File: src/rtl/fft_bfly_seq.sv
// fft_bfly_seq: switch-driven radix-2 FFT butterfly, y = a + W^k*b, z = a - W^k*b
//   clock      : single clock, rising edge
//   reset      : synchronous, active-high
//   sw_enable  : run enable, low returns to IDLE
//   sw_step    : operator step, rising edge advances the sequence
//   sw_data    : operand entry (two's complement), [2:0] = twiddle index in LOAD_TW
//   led        : displayed value (live sw_data while loading, results while showing)
//   state_code : current state encoding
//   ovf        : any of the four sums left the DATA_W signed range
// Define FFT_BFLY_SAT_EN to saturate the sums instead of wrapping them.
module fft_bfly_seq #(
    parameter int DATA_W = 8
) (
    input  logic              clock,
    input  logic              reset,
    input  logic              sw_enable,
    input  logic              sw_step,
    input  logic [DATA_W-1:0] sw_data,
    output logic [DATA_W-1:0] led,
    output logic [3:0]        state_code,
    output logic              ovf
);
    localparam logic [3:0] S_IDLE     = 4'd0;
    localparam logic [3:0] S_LOAD_TW  = 4'd1;
    localparam logic [3:0] S_LOAD_REB = 4'd2;
    localparam logic [3:0] S_LOAD_IMB = 4'd3;
    localparam logic [3:0] S_LOAD_REA = 4'd4;
    localparam logic [3:0] S_LOAD_IMA = 4'd5;
    localparam logic [3:0] S_COMPUTE  = 4'd6;
    localparam logic [3:0] S_SHOW_REY = 4'd7;
    localparam logic [3:0] S_SHOW_IMY = 4'd8;
    localparam logic [3:0] S_SHOW_REZ = 4'd9;
    localparam logic [3:0] S_SHOW_IMZ = 4'd10;
    localparam logic signed [DATA_W-1:0] W_MAX = {1'b0, {(DATA_W-1){1'b1}}};
    localparam logic signed [DATA_W-1:0] W_MIN = {1'b1, {(DATA_W-1){1'b0}}};
    localparam logic signed [DATA_W-1:0] W_ZERO = '0;
    // round(0.70711 * 2^(DATA_W-1)) in integer arithmetic
    localparam longint C_L = ((longint'(70711) << (DATA_W-1)) + 50000) / 100000;
    localparam logic signed [DATA_W-1:0] W_C  = DATA_W'(C_L);
    localparam logic signed [DATA_W-1:0] W_NC = DATA_W'(-C_L);

    logic [3:0]               state_q, state_d;
    logic                     step_q, step_d, step_edge;
    logic [2:0]               tw_q, tw_d;
    logic signed [DATA_W-1:0] reb_q, reb_d, imb_q, imb_d, rea_q, rea_d, ima_q, ima_d;
    logic [DATA_W-1:0]        rey_q, rey_d, imy_q, imy_d, rez_q, rez_d, imz_q, imz_d;
    logic                     ovf_q, ovf_d;
    logic signed [DATA_W-1:0] rew, imw;
    logic signed [2*DATA_W:0] pr, pi;
    logic signed [DATA_W+1:0] wr, wi, s_rey, s_imy, s_rez, s_imz;
    logic                     any_oor;

    function automatic logic signed [2*DATA_W:0] sx(input logic signed [DATA_W-1:0] v);
        return {{(DATA_W+1){v[DATA_W-1]}}, v};
    endfunction

    function automatic logic signed [DATA_W+1:0] ex2(input logic signed [DATA_W-1:0] v);
        return {{2{v[DATA_W-1]}}, v};
    endfunction

    // out of range when the top three bits are not a pure sign extension
    function automatic logic oor(input logic signed [DATA_W+1:0] s);
        return !(&s[DATA_W+1:DATA_W-1]) && (|s[DATA_W+1:DATA_W-1]);
    endfunction

    function automatic logic [DATA_W-1:0] fit(input logic signed [DATA_W+1:0] s);
`ifdef FFT_BFLY_SAT_EN
        return oor(s) ? (s[DATA_W+1] ? W_MIN : W_MAX) : s[DATA_W-1:0];
`else
        return s[DATA_W-1:0];
`endif
    endfunction

    // W^k = exp(-j*2*pi*k/8)
    always_comb begin
        rew = W_MAX;
        imw = W_ZERO;
        case (tw_q)
            3'd1:    begin rew = W_C;    imw = W_NC;   end
            3'd2:    begin rew = W_ZERO; imw = W_MIN;  end
            3'd3:    begin rew = W_NC;   imw = W_NC;   end
            3'd4:    begin rew = W_MIN;  imw = W_ZERO; end
            3'd5:    begin rew = W_NC;   imw = W_C;    end
            3'd6:    begin rew = W_ZERO; imw = W_MAX;  end
            3'd7:    begin rew = W_C;    imw = W_C;    end
            default: begin rew = W_MAX;  imw = W_ZERO; end
        endcase
    end

    always_comb begin
        pr = sx(rew) * sx(reb_q) - sx(imw) * sx(imb_q);
        pi = sx(rew) * sx(imb_q) + sx(imw) * sx(reb_q);
        wr = (DATA_W+2)'(pr >>> (DATA_W-1));
        wi = (DATA_W+2)'(pi >>> (DATA_W-1));
        s_rey = ex2(rea_q) + wr;
        s_imy = ex2(ima_q) + wi;
        s_rez = ex2(rea_q) - wr;
        s_imz = ex2(ima_q) - wi;
        any_oor = oor(s_rey) | oor(s_imy) | oor(s_rez) | oor(s_imz);
    end

    always_comb begin
        step_d = sw_step;
        step_edge = sw_step & ~step_q;
        state_d = state_q;
        tw_d = tw_q;
        reb_d = reb_q;
        imb_d = imb_q;
        rea_d = rea_q;
        ima_d = ima_q;
        rey_d = rey_q;
        imy_d = imy_q;
        rez_d = rez_q;
        imz_d = imz_q;
        ovf_d = ovf_q;
        if (!sw_enable) begin
            state_d = S_IDLE;
        end else begin
            case (state_q)
                S_IDLE:     if (step_edge) state_d = S_LOAD_TW;
                S_LOAD_TW:  if (step_edge) begin tw_d  = sw_data[2:0]; state_d = S_LOAD_REB; end
                S_LOAD_REB: if (step_edge) begin reb_d = sw_data;      state_d = S_LOAD_IMB; end
                S_LOAD_IMB: if (step_edge) begin imb_d = sw_data;      state_d = S_LOAD_REA; end
                S_LOAD_REA: if (step_edge) begin rea_d = sw_data;      state_d = S_LOAD_IMA; end
                S_LOAD_IMA: if (step_edge) begin ima_d = sw_data;      state_d = S_COMPUTE;  end
                S_COMPUTE: begin
                    rey_d = fit(s_rey);
                    imy_d = fit(s_imy);
                    rez_d = fit(s_rez);
                    imz_d = fit(s_imz);
                    ovf_d = ovf_q | any_oor;
                    state_d = S_SHOW_REY;
                end
                S_SHOW_REY, S_SHOW_IMY, S_SHOW_REZ: if (step_edge) state_d = state_q + 4'd1;
                S_SHOW_IMZ: if (step_edge) state_d = S_LOAD_TW;
                default:    state_d = S_IDLE;
            endcase
        end
        if (state_d == S_LOAD_TW && state_q != S_LOAD_TW) ovf_d = 1'b0;
    end

    always_ff @(posedge clock) begin
        if (reset) begin
            state_q <= S_IDLE;
            step_q  <= 1'b1;
            tw_q    <= '0;
            reb_q   <= '0;
            imb_q   <= '0;
            rea_q   <= '0;
            ima_q   <= '0;
            rey_q   <= '0;
            imy_q   <= '0;
            rez_q   <= '0;
            imz_q   <= '0;
            ovf_q   <= 1'b0;
        end else begin
            state_q <= state_d;
            step_q  <= step_d;
            tw_q    <= tw_d;
            reb_q   <= reb_d;
            imb_q   <= imb_d;
            rea_q   <= rea_d;
            ima_q   <= ima_d;
            rey_q   <= rey_d;
            imy_q   <= imy_d;
            rez_q   <= rez_d;
            imz_q   <= imz_d;
            ovf_q   <= ovf_d;
        end
    end

    always_comb begin
        led = (state_q >= S_LOAD_TW && state_q <= S_LOAD_IMA) ? sw_data :
              (state_q == S_SHOW_REY) ? rey_q :
              (state_q == S_SHOW_IMY) ? imy_q :
              (state_q == S_SHOW_REZ) ? rez_q :
              (state_q == S_SHOW_IMZ) ? imz_q : '0;
        state_code = state_q;
        ovf = ovf_q;
    end
endmodule

File: config.mk
export PLATFORM = sky130hd
export DESIGN_NAME = fft_bfly_seq
export DESIGN_NICKNAME = d
export VERILOG_FILES = /design/src/rtl/fft_bfly_seq.sv
export SDC_FILE = /design/constraint.sdc
export NUM_CORES = 1
export LEC_CHECK = 0
export ABC_AREA = 1
export CAP_MARGIN = 10
export CELL_PAD_IN_SITES_DETAIL_PLACEMENT = 2
export CELL_PAD_IN_SITES_GLOBAL_PLACEMENT = 2
export CORE_ASPECT_RATIO = 1.2
export CORE_MARGIN = 1
export CORE_UTILIZATION = 30
export CTS_BUF_LIST = sky130_fd_sc_hd__clkbuf_2 sky130_fd_sc_hd__clkbuf_4 sky130_fd_sc_hd__clkbuf_8
export CTS_CLUSTER_SIZE = 14
export DETAILED_ROUTE_END_ITERATION = 7
export HOLD_SLACK_MARGIN = 0.08
export MAX_ROUTING_LAYER = met4
export PLACE_DENSITY_LB_ADDON = 0.1
export SYNTH_ARGS = -nofsm -noshare
export SYNTH_HDL_FRONTEND = slang
export SYNTH_SLANG_ARGS = --single-unit
File: constraint.sdc
create_clock -name clock -period 20 [get_ports clock]
set_input_delay 5 -clock clock [delete_from_list [all_inputs] [get_ports clock]]
set_output_delay 5 -clock clock [all_outputs]
set_load 0.02 [all_outputs]
# [After elaboration in Yosys (flattened, before gate mapping)]
# Index checks and enable logic that the tools add are counted.
[totals] out_inout_bits=13 reg_bits=73 word_cells=99
[classes] n_bitwise=6 reduce_logical=33 muxes=16 magnitude_cmp=2 add_sub_neg=7 n_eq_ne=19 multipliers=4
[op_table] cell="multiplier 8 x 8 -> 16 bit" count=4
[op_table] cell="one-hot mux 8 bit (4 select lines)" count=2
[op_table] cell="two-way mux 8 bit" count=5
[op_table] cell="two-way mux 4 bit" count=8
[op_table] cell="one-hot mux 4 bit (8 select lines)" count=1
[op_table] cell="AND reduction 3 bit" count=9
[op_table] cell="adder 8 x 10 -> 10 bit" count=2
[op_table] cell="subtractor 8 x 10 -> 10 bit" count=2
[op_table] cell="adder 16 x 16 -> 17 bit" count=1
[op_table] cell="subtractor 16 x 16 -> 17 bit" count=1
[op_table] cell="equality test 4 x 3 -> 1 bit (second input constant)" count=4
[op_table] cell="OR reduction 3 bit" count=5
[op_table] cell="OR reduction 2 bit" count=7
[op_table] cell="equality test 3 bit (second input constant)" count=4
[op_table] cell="equality test 4 bit (second input constant)" count=3
[op_table] cell="equality test 4 x 1 -> 1 bit (second input constant)" count=2
[op_table] cell="equality test 4 x 2 -> 1 bit (second input constant)" count=2
[op_table] cell="equality test 3 x 2 -> 1 bit (second input constant)" count=2
[op_table] cell="logical AND 1 bit" count=6
[op_table] cell="adder 4 x 1 -> 4 bit (second input constant)" count=1
[op_table] cell=">= comparator 4 x 1 -> 1 bit (second input constant)" count=1
[op_table] cell="<= comparator 4 x 3 -> 1 bit (second input constant)" count=1
[op_table] cell="zero test 1 bit" count=4
[op_table] cell="zero test 4 bit" count=1
[op_table] cell="6 further kinds" count=9

# [Longest topological paths before layout]
# Gate-level depths: netlist of run 1.
[logic_depth] word_depth=13 mapped_depth=49

# [Least setup slack after synthesis of run 1]
# No wires, ideal clock.
[synth_timing] path_type="input port to output port" from="input port sw_data[7]" to="output port led[7]" arrival_time_ns=5.265 cell_stages=2 setup_slack_ns=9.735 cell_sequence="nand2_1 > o21ai_0"
[synth_between] elab_chain_len=1
[synth_lines] item="start: declaration" line_no="18" text="input logic [DATA_W-1:0] sw_data,"
[synth_lines] item="two-way mux 8 bit" line_no="173" text="led = (state_q >= S_LOAD_TW && state_q <= S_LOAD_IMA) ? sw_data :"
[synth_lines] item="end: declaration" line_no="19" text="output logic [DATA_W-1:0] led,"
# No other way between the ends.

# [Final worst setup path of run 1]
[layout_timing] from="input port sw_data[2]" to="output port led[2]"
# The elaborated chain is that of the path after synthesis.

==> impl_results.md, run 1 <==
- Largest net degree at the start of global routing: 52
- Worst Max-Slew Pin Slew: about 0.96 ns
- Top Family by Delay on Critical Path: buffers and inverters
- Routed wire length on met2: 26.2 mm
- Max-cap violations: 0
- P&R area growth vs syn: 7.45%
- Crit-path cells: clkdlybuf4s50_1 > o21ai_0 > inv_1 > clkdlybuf4s50_1
- Post-route insts no fill: 2481
- Ys flop type: dfxtp_1
- Synth cell types: 54
- Nets: 2271
- PnR worst setup slack: 8.57 ns
- GRT Util Overall: 21.0%
- H-tree levels: 3
- Synth Warn #: 0
- DR pass1 iterations: 4
- Max clock buf depth: 2
- Vias in the first global route: 13900
- Die area: ~50000 um^2
- Slowest CP cell: clkdlybuf4s50_1
- Placed insts: 2466
- CTS tree: built
- Commonest non-fill, non-tap cell in the layout: inv_1
- Vias post-DR: 11600
- Share of the clock period used by the worst path after layout: 57.2%
- Sequential-to-total area share from yosys stat: just under 10%
- Syn_nets: 2265
- Rel. slew slack: 35.5%
- Crit path required time: 15.00 ns
- Fmax: about 87 MHz
- Pwr dens: 23.2 nW/um^2
- Clk root buf: clkbuf_8
- Ant. Diodes: 0
- Number of flops mapped to enable cells by yosys: 0
- Leakage power: between 8 and 9 nW
- Most used cell, CP: clkdlybuf4s50_1
- Synth Area per Inst: between 8 and 9 um^2
- Setup crit end kind: output pin
- Combinational share of power: 31.7%
- DP Wirelength: around 43 mm
- Gpl congestion: 0.841
- IO Pins: 25
- RSZ-0062 raised after global routing: no
- Worst path arrival time: 6.43 ns
- Reg power frac: approximately two fifths
- Initial antenna violation count: 0
- DRT iter0 DRCs: 286
- Placement Setup Slack: 8.60 ns
- Initial core utilization: between 30 and 40%
- Post-synthesis register bit count: 71
- Worst-skew pair later-pin latency: 0.37 ns
- Drt total wl: roughly 48 mm
- Switching fraction of total power: 38.5%
- ANT nets after route: 0
- First-pass GRT wire length: 77.9 mm
- Core area: 48300 um^2
- Worst hold slack: around 0.48 ns
- Fraction of registers with async set/reset: 0%
- Met3 routed WL: 432 um
- Post-Syn Area: between 10000 and 15000 um^2
- Max layer used: met4
- TritonCTS Buffers: 9
- Wl on met1: between 20 and 25 mm
- IR drop worst, VDD: 0.0190 mV
- Wire per inst: 19.4 um
- Die Y: 245 um
- Final Hold Violating Endpoints: 0
- Cells after Synth: 1841
- Post-route DRC violation count: 0
- Commonest non-fill, non-tap cells in the layout: 525 x inv_1, 268 x fa_1, 190 x nand2_1, 183 x nor2_1, 144 x ha_1
- CTS Hold Bufs: 0
- Worst-path fanout max: 6
- Clock share of power: 29.8%
- Setup_tns: 0 ns
- Overflow left after global routing: 0
- Clock transition at path regs: approximately 0.080 ns
- Clock Sinks: slightly above 70
- CP Buf/Inv Count: 3
- Post-cts resize count: 0
- HP Class: flip-flop to flip-flop
- Final setup viols: 0
- CP Class: input port to output pin
- Final core utilization: roughly a third
- Port bufs: 24
- Slowest stage delay, CP: 0.60 ns
- Crit path time final: approximately 11 ns
- Fillers: 5613
- Die Width: around 200 um
- Layout cell share with drive strength beyond 1: 4.16%
- Row count: 88
- Slew Limit Fails: 0
- # Post-CTS Setup Buffers: 0
- Worst-case clock skew: around 0.013 ns
- CP Launch Type: input port
- Outcome: finished, final reports clean
- Routed vias/inst: approximately 4.7
- Net Switching: around 140 uW
- Internal power: 226 uW
==> worst min-delay path, stage by stage, from the launching register on <==
cell	delay (ns)
dfxtp_1	0.32
inv_1	0.07
a21oi_2	0.05
==> worst paths after layout <==
kind | from | end | slack, ns | cells past startpoint
worst min-delay path | ovf | ovf | 0.48 | 2
worst min register to register | ovf | ovf | 0.48 | 2
worst max register to register | tw_q[2] | ovf | 11.10 | 41
worst max-delay path | sw_data[2] | led[2] | 8.57 | 4
==> Yosys cell counts, types with 2 or more instances <==
master,instances,area [um^2]
nand2_2,9,56.3
inv_1,525,1970
a211oi_1,3,22.5
ha_1,144,1800
nor2_2,2,12.5
clkinv_1,5,18.8
o211ai_1,12,90.1
xnor2_1,9,78.8
o21bai_1,12,90.1
nand3_2,8,80.1
nand2_1,190,713
nand2b_1,2,12.5
buf_2,5,25.0
nand4_1,8,50.1
dfxtp_1,71,1420
a31o_1,2,17.5
nor3_1,16,80.1
nor2_1,184,691
buf_4,2,15.0
o21ai_0,93,465
xor2_1,38,333
nor4_1,3,18.8
o21ai_2,3,26.3
clkbuf_1,26,97.6
buf_1,2,7.51
nand2_4,6,67.6
nand3_1,45,225
o21bai_2,3,33.8
o21ai_1,5,25.0
a221oi_1,9,78.8
inv_2,15,56.3
o21a_1,4,30.0
nand3b_1,2,15.0
fa_1,268,5370
a21oi_1,84,420
a21o_1,5,37.5
a31oi_1,4,25.0
==> state kept, by name, indices dropped and copies added, names as in the netlist <==
| name | cells |
|---|---|
| imy_q | 8 |
| reb_q | 8 |
| ima_q | 8 |
| imb_q | 8 |
| rey_q | 8 |
| ovf | 1 |
| imz_q | 7 |
| tw_q | 3 |
| rez_q | 7 |
| rea_q | 8 |
| step_q | 1 |
| state_code | 4 |
==> logic make-up after synthesis <==
kind of cell	share of synthesized area, %
flops	9.64
fa+ha+maj	48.6
other cells	0.0254
buf+inv	14.9
compound gates	9.59
xor+xnor	2.90
simple gates	14.3
==> routing by layer <==
layer | vias to the layer above | global-route usage (%)
met5 | - | -
met3 | 27 | 0.783
met4 | 0 | 2.70
met2 | 90 | 39.4
met1 | 6016 | 25.2
li1 | 5492 | -
==> power by group through the flow <==
stage          clock [mW]  sequential [mW]  combinational, mW
2_1_floorplan           0            0.145             0.0749
3_3_place_gp            0            0.145              0.117
3_5_place_dp            0            0.145              0.119
4_1_cts             0.113            0.142              0.120
5_1_grt             0.119            0.142              0.132
6_report            0.110            0.142              0.117
==> cell type report <==
class / instances / area [um^2] / area share [%]
inverters: 545 / 2050 / 12.9
clock buffers: 10 / 138 / 0.869
well taps: 630 / 788 / 4.98
multi-input cells: 1189 / 11100 / 70.2
clock inverters: 5 / 33.8 / 0.213
repair buffers: 31 / 293 / 1.85
flip-flops and latches: 71 / 1420 / 8.98
==> stage by stage <==
step | instance area [um^2] | power [mW]
final | 15800 | 0.368
after global routing | 15800 | 0.393
after CTS | 15800 | 0.375
after detailed placement | 15700 | 0.264
after global placement | 15700 | 0.262
after floorplan | 14700 | 0.220
Note: power is estimated with default switching activity, not from simulation.
==> run 2, diff against run 1 <==
==> constraint.sdc (replaced) <==
create_clock -name clock -period 10.05 [get_ports clock]
set_input_delay 2.5125 -clock clock [delete_from_list [all_inputs] [get_ports clock]]
set_output_delay 2.5125 -clock clock [all_outputs]
set_load 0.02 [all_outputs]
==> run 2 against run 1 <==
Critical path depth rose by 37. Via count fell by 1.6%. Sequential cell count did not move. Routed wire length fell by 1.4%. Total power rose by 100%. Sequential power rose by 99%. Worst hold slack got worse by 0.011 ns. Clock skew rose by 0.0061 ns. Register-to-register slack got worse by 10 ns. Sequential share of layout area barely moved. Cell area rose by 0.15%. Clock-buffer cell count did not move. Largest power group unchanged. Highest routed layer unchanged.
==> impl_results.md, run 2 (synthesis results as in run 1) <==
- Max-cap violations: 0 (unchanged)
- Die Y: 245 um (unchanged)
- # Post-CTS Setup Buffers: 0 (unchanged)
- Slew Limit Fails: 0 (unchanged)
- Initial core utilization: 30.5% (unchanged)
- Leakage power: 8.03 nW (+0.10%)
- CP Launch Type: flip-flop
- Max clock buf depth: 2 (unchanged)
- Most used cell, CP: inv_1
- Worst hold slack: 0.468 ns (-0.0106 ns)
- Nets: 2272 (+0.044%)
- Commonest non-fill, non-tap cells in the layout: 525 x inv_1, 268 x fa_1, 190 x nand2_1, 183 x nor2_1, 144 x ha_1
- Pwr dens: 46.5 nW/um^2 (+100%)
- Worst-skew pair later-pin latency: 0.37 ns (about the same)
- Worst Max-Slew Pin Slew: 1.07 ns (+0.114 ns)
- Largest net degree at the start of global routing: 39 (-25%)
- Worst path arrival time: 9.37 ns (+2.94 ns)
- CTS Hold Bufs: 0 (unchanged)
- Slowest CP cell: o21ai_1
- Final setup viols: 0 (unchanged)
- Overflow left after global routing: 0 (unchanged)
- Port bufs: 24 (unchanged)
- Clock transition at path regs: 0.09 ns (about the same)
- CTS tree: built
- Core area: 48300 um^2 (unchanged)
- Outcome: finished, final reports clean
- DR pass1 iterations: 4 (unchanged)
- Worst-path fanout max: 10 (+4)
- Layout cell share with drive strength beyond 1: 4.26% (+0.10 points)
- Vias post-DR: 11400 (-1.6%)
- Final Hold Violating Endpoints: 0 (unchanged)
- Worst-case clock skew: 0.0188 ns (+0.00609 ns)
- Post-route insts no fill: 2483 (+0.081%)
- Routed vias/inst: 4.61 (-1.7%)
- ANT nets after route: 0 (unchanged)
- Wire per inst: 19.1 um (-1.5%)
- Total chip power: 737 uW (+100%)
- Fmax: 110 MHz
- Clk root buf: clkbuf_8
- First-pass GRT wire length: 77.6 mm (-0.45%)
- Gpl congestion: 0.836 (-0.64%)
- Setup crit end kind: flip-flop
- Ant. Diodes: 0 (unchanged)
- IR drop worst, VDD: 0.0737 mV (+290%)
- P&R area growth vs syn: 7.62%
- HP Class: flip-flop to flip-flop
- Clock Sinks: 71 (unchanged)
- TritonCTS Buffers: 9 (unchanged)
- Post-route DRC violation count: 0 (unchanged)
- Die area: 50000 um^2 (unchanged)
- DP Wirelength: 42.2 mm (-1.1%)
- GRT Util Overall: 21.0% (about the same)
- IO Pins: 25 (unchanged)
- Placed insts: 2467 (+0.041%)
- Crit path required time: 10.35 ns (-4.65 ns)
- Post-cts resize count: 0 (unchanged)
- Crit path time final: 9.07 ns
- Setup_tns: 0 ns (unchanged)
- Rel. slew slack: 28.3% (-7.2 points)
- Die Width: 204 um (unchanged)
- Share of the clock period used by the worst path after layout: 90.2%
- Vias in the first global route: 13600 (-1.9%)
- CP Class: flip-flop to flip-flop
- Row count: 88 (unchanged)
- H-tree levels: 3 (unchanged)
- RSZ-0062 raised after global routing: no
- Commonest non-fill, non-tap cell in the layout: inv_1
- DRT iter0 DRCs: 330 (+15%)
- Initial antenna violation count: 0 (unchanged)
- Drt total wl: 47.5 mm (-1.4%)
- Slowest stage delay, CP: 0.58 ns (-0.02 ns)
[run 2: cell count changes in the layout (fill, tap and decap cells not counted)]
cell	change
buf_4	+1
clkinv_2	-2
clkinv_4	+1
inv_6	+2
[run 2: per-stage QoR]
step | util (%) | cell area (um^2) | worst slack, ns
3_5_place_dp | 32.4 | 15700 | 0.924
5_1_grt | 32.8 | 15900 | 0.195
2_1_floorplan | - | 14700 | 2.79
6_report | 32.8 | 15900 | 0.983
4_1_cts | 32.8 | 15900 | 0.850
3_3_place_gp | 32.4 | 15700 | 1.01
[run 2: final cells by class]
cell class	instances	area [um^2]
clock buffer	10	138
timing repair buffer	32	300
clock inverter	6	50.0
multi-input combinational	1189	11100
fill	5610	32500
sequential	71	1420
tap	630	788
inverter	545	2050
[run 2: worst paths after layout]
check	endpoint	slack (ns)	depth (start not counted)	start
setup reg to reg	ovf	0.98	41	tw_q[1]
hold reg to reg	ovf	0.47	2	ovf
hold / removal	ovf	0.47	2	ovf
setup / recovery	ovf	0.98	41	tw_q[1]
[run 2: layer usage]
metal	global-route usage, %	vias to the layer above	share of wire, %
li1	-	5494	-
met1	25.8	5829	44
met2	38.0	94	53
met3	1.08	25	1.2
met4	3.97	0	1.8
met5	-	-	0
[run 2: power breakdown]
group / internal [mW] / total (mW) / switching [mW]
Combinational: 0.0741 / 0.224 / 0.150
Sequential: 0.282 / 0.282 / 0.000598
Clock: 0.0995 / 0.231 / 0.131
[run 2: worst max-delay path, delay by kind of cell (launching register included)]
kind	cells	cell delay (ns)
compound gates	7	1.61
simple gates	16	2.25
flops	1	0.38
fa+ha+maj	8	3.68
buf+inv	10	1.06
==> run 3, diff against run 2 <==
--- a/config.mk
+++ b/config.mk
@@ -6,7 +6,7 @@
 export NUM_CORES = 1
 export LEC_CHECK = 0
 export ABC_AREA = 1
-export CAP_MARGIN = 10
+export CAP_MARGIN = 30
 export CELL_PAD_IN_SITES_DETAIL_PLACEMENT = 2
 export CELL_PAD_IN_SITES_GLOBAL_PLACEMENT = 2
 export CORE_ASPECT_RATIO = 1.2
@@ -18,6 +18,7 @@
 export HOLD_SLACK_MARGIN = 0.08
 export MAX_ROUTING_LAYER = met4
 export PLACE_DENSITY_LB_ADDON = 0.1
+export RECOVER_POWER = 25
 export SYNTH_ARGS = -nofsm -noshare
 export SYNTH_HDL_FRONTEND = slang
 export SYNTH_SLANG_ARGS = --single-unit
==> run 3 against run 2 <==
Register-to-register slack gained 0.02 ns. Cell area grew 0.25%. Sequential power is essentially flat. Routed wire length shrank 0.44%. Clock-buffer cell count is the same. Total power grew 1.7%. Worst hold slack lost 0.0064 ns. Global-route usage shrank 0.17 points. Cell count is essentially flat. Clock skew shrank 0.00086 ns. Setup slack gained 0.015 ns. Sequential cell count is the same. Largest cell class unchanged. Highest routed layer unchanged.
==> impl_results.md, run 3 (synthesis results as in run 1) <==
- Worst-skew pair later-pin latency: 0.37 ns (about the same)
- # Post-CTS Setup Buffers: 0 (unchanged)
- Core area: 48300 um^2 (unchanged)
- Max clock buf depth: 2 (unchanged)
- Multi-input logic area: 11100 um^2 (unchanged)
- Initial antenna violation count: 0 (unchanged)
- RSZ-0062 raised after global routing: no
- Row count: 88 (unchanged)
- Crit path time final: 9.05 ns (-0.0150 ns)
- Drt total wl: 47.3 mm (-0.44%)
- Die Width: 204 um (unchanged)
- Final Hold Violating Endpoints: 0 (unchanged)
- Crit path required time: 10.35 ns (about the same)
- Pwr dens: 47.1 nW/um^2 (+1.4%)
- HP Class: flip-flop to flip-flop
- CP Launch Type: flip-flop
- Fillers: 5578 (-0.57%)
- Setup_tns: 0 ns (unchanged)
- Commonest non-fill, non-tap cells in the layout: 525 x inv_1, 268 x fa_1, 190 x nand2_1, 183 x nor2_1, 144 x ha_1
- Leakage power: 8.07 nW (+0.51%)
- Wire per inst: 19.0 um (-0.48%)
- Worst path arrival time: 9.35 ns (-0.02 ns)
- IO Pins: 25 (unchanged)
- Worst-case clock skew: 0.0180 ns (-0.000857 ns)
- Clock Sinks: 71 (unchanged)
- GRT Util Overall: 20.8% (-0.17 points)
- Max-cap violations: 0 (unchanged)
- Die area: 50000 um^2 (unchanged)
- Largest net degree at the start of global routing: 34 (-13%)
- Total chip power: 749 uW (+1.7%)
- CP Class: flip-flop to flip-flop
- Post-route insts no fill: 2484 (+0.040%)
- Routed vias/inst: 4.63 (+0.48%)
- Layout cell share with drive strength beyond 1: 4.31% (+0.052 points)
- Clk root buf: clkbuf_8
- Placed insts: 2468 (+0.041%)
- DP Wirelength: 42.2 mm (about the same)
- Final setup viols: 0 (unchanged)
- First-pass GRT wire length: 76.9 mm (-0.85%)
- Vias post-DR: 11500 (+0.52%)
- Rel. slew slack: 30.8% (+2.4 points)
- TritonCTS Buffers: 9 (unchanged)
- Worst Max-Slew Pin Slew: 1.04 ns (-0.0360 ns)
- Port bufs: 24 (unchanged)
- DRT iter0 DRCs: 273 (-17%)
- Slowest CP cell: o21ai_1
- Slew Limit Fails: 0 (unchanged)
- Overflow left after global routing: 0 (unchanged)
- Share of the clock period used by the worst path after layout: 90.1% (-0.15 points)
- IR drop worst, VDD: 0.0955 mV (+30%)
- Most used cell, CP: inv_1
- Gpl congestion: 0.836 (unchanged)
- Register area: 1420 um^2 (unchanged)
- DR pass1 iterations: 4 (unchanged)
- Commonest non-fill, non-tap cell in the layout: inv_1
- Nets: 2273 (+0.044%)
- Slowest stage delay, CP: 0.61 ns (+0.03 ns)
- Ant. Diodes: 0 (unchanged)
- Outcome: finished, final reports clean
- Vias in the first global route: 13600 (-0.059%)
- Clock transition at path regs: 0.09 ns (about the same)
- Die Y: 245 um (unchanged)
- Initial core utilization: 30.5% (unchanged)
- Fmax: 110 MHz (+0.17%)
- Worst hold slack: 0.462 ns (-0.00643 ns)
- CTS Hold Bufs: 0 (unchanged)
- Final core utilization: 32.9% (+0.083 points)
- Setup crit end kind: flip-flop
- Worst-path fanout max: 10 (unchanged)
- ANT nets after route: 0 (unchanged)
- Post-cts resize count: 0 (unchanged)
- H-tree levels: 3 (unchanged)
- P&R area growth vs syn: 7.89%
- Post-route DRC violation count: 0 (unchanged)
- CTS tree: built
[run 3: path summary, 6_finish.rpt]
kind         slack (ns)  end    start  cells after the start
max                 1.0  ovf  tw_q[1]                     41
min                0.46  ovf      ovf                      2
max reg2reg         1.0  ovf  tw_q[1]                     41
min reg2reg        0.46  ovf      ovf                      2
[run 3: per-stage QoR]
| stage | setup WS (ns) | cell area, um^2 |
|---|---|---|
| finish | 0.998 | 15900 |
| global route | 0.309 | 15900 |
| CTS | 0.878 | 15900 |
| detailed placement | 0.949 | 15700 |
| global placement | 1.01 | 15700 |
| floorplan | 2.79 | 14700 |
[run 3: layer usage]
layer,global-route usage (%),wire length (um)
met2,38.0,25000
met1,25.1,20700
met4,3.84,869
met5,-,0
met3,1.46,763
[run 3: worst max-delay path: cells and delay by family (launching register included)]
family / cells / cell delay [ns]
AND/OR/NAND/NOR: 16 / 2.25
AO/OA/AOI/OAI: 7 / 1.66
flip-flops: 1 / 0.38
buffers and inverters: 10 / 1.03
adder cells (fa/ha/maj): 8 / 3.66
[run 3: final cells by class]
type / instances / share of cell area [%]
clock inverters: 6 / 0.433
well taps: 630 / 4.96
clock buffers: 10 / 0.826
multi-input cells: 1189 / 69.9
repair buffers: 33 / 2.06
inverters: 545 / 12.9
flip-flops and latches: 71 / 8.94
[run 3: power by group]
group	switching (mW)	leakage [nW]	internal, mW
clock network	0.124	0.101	0.119
logic	0.149	7.40	0.0747
registers	0.000597	0.572	0.282
total	0.274	8.07	0.476
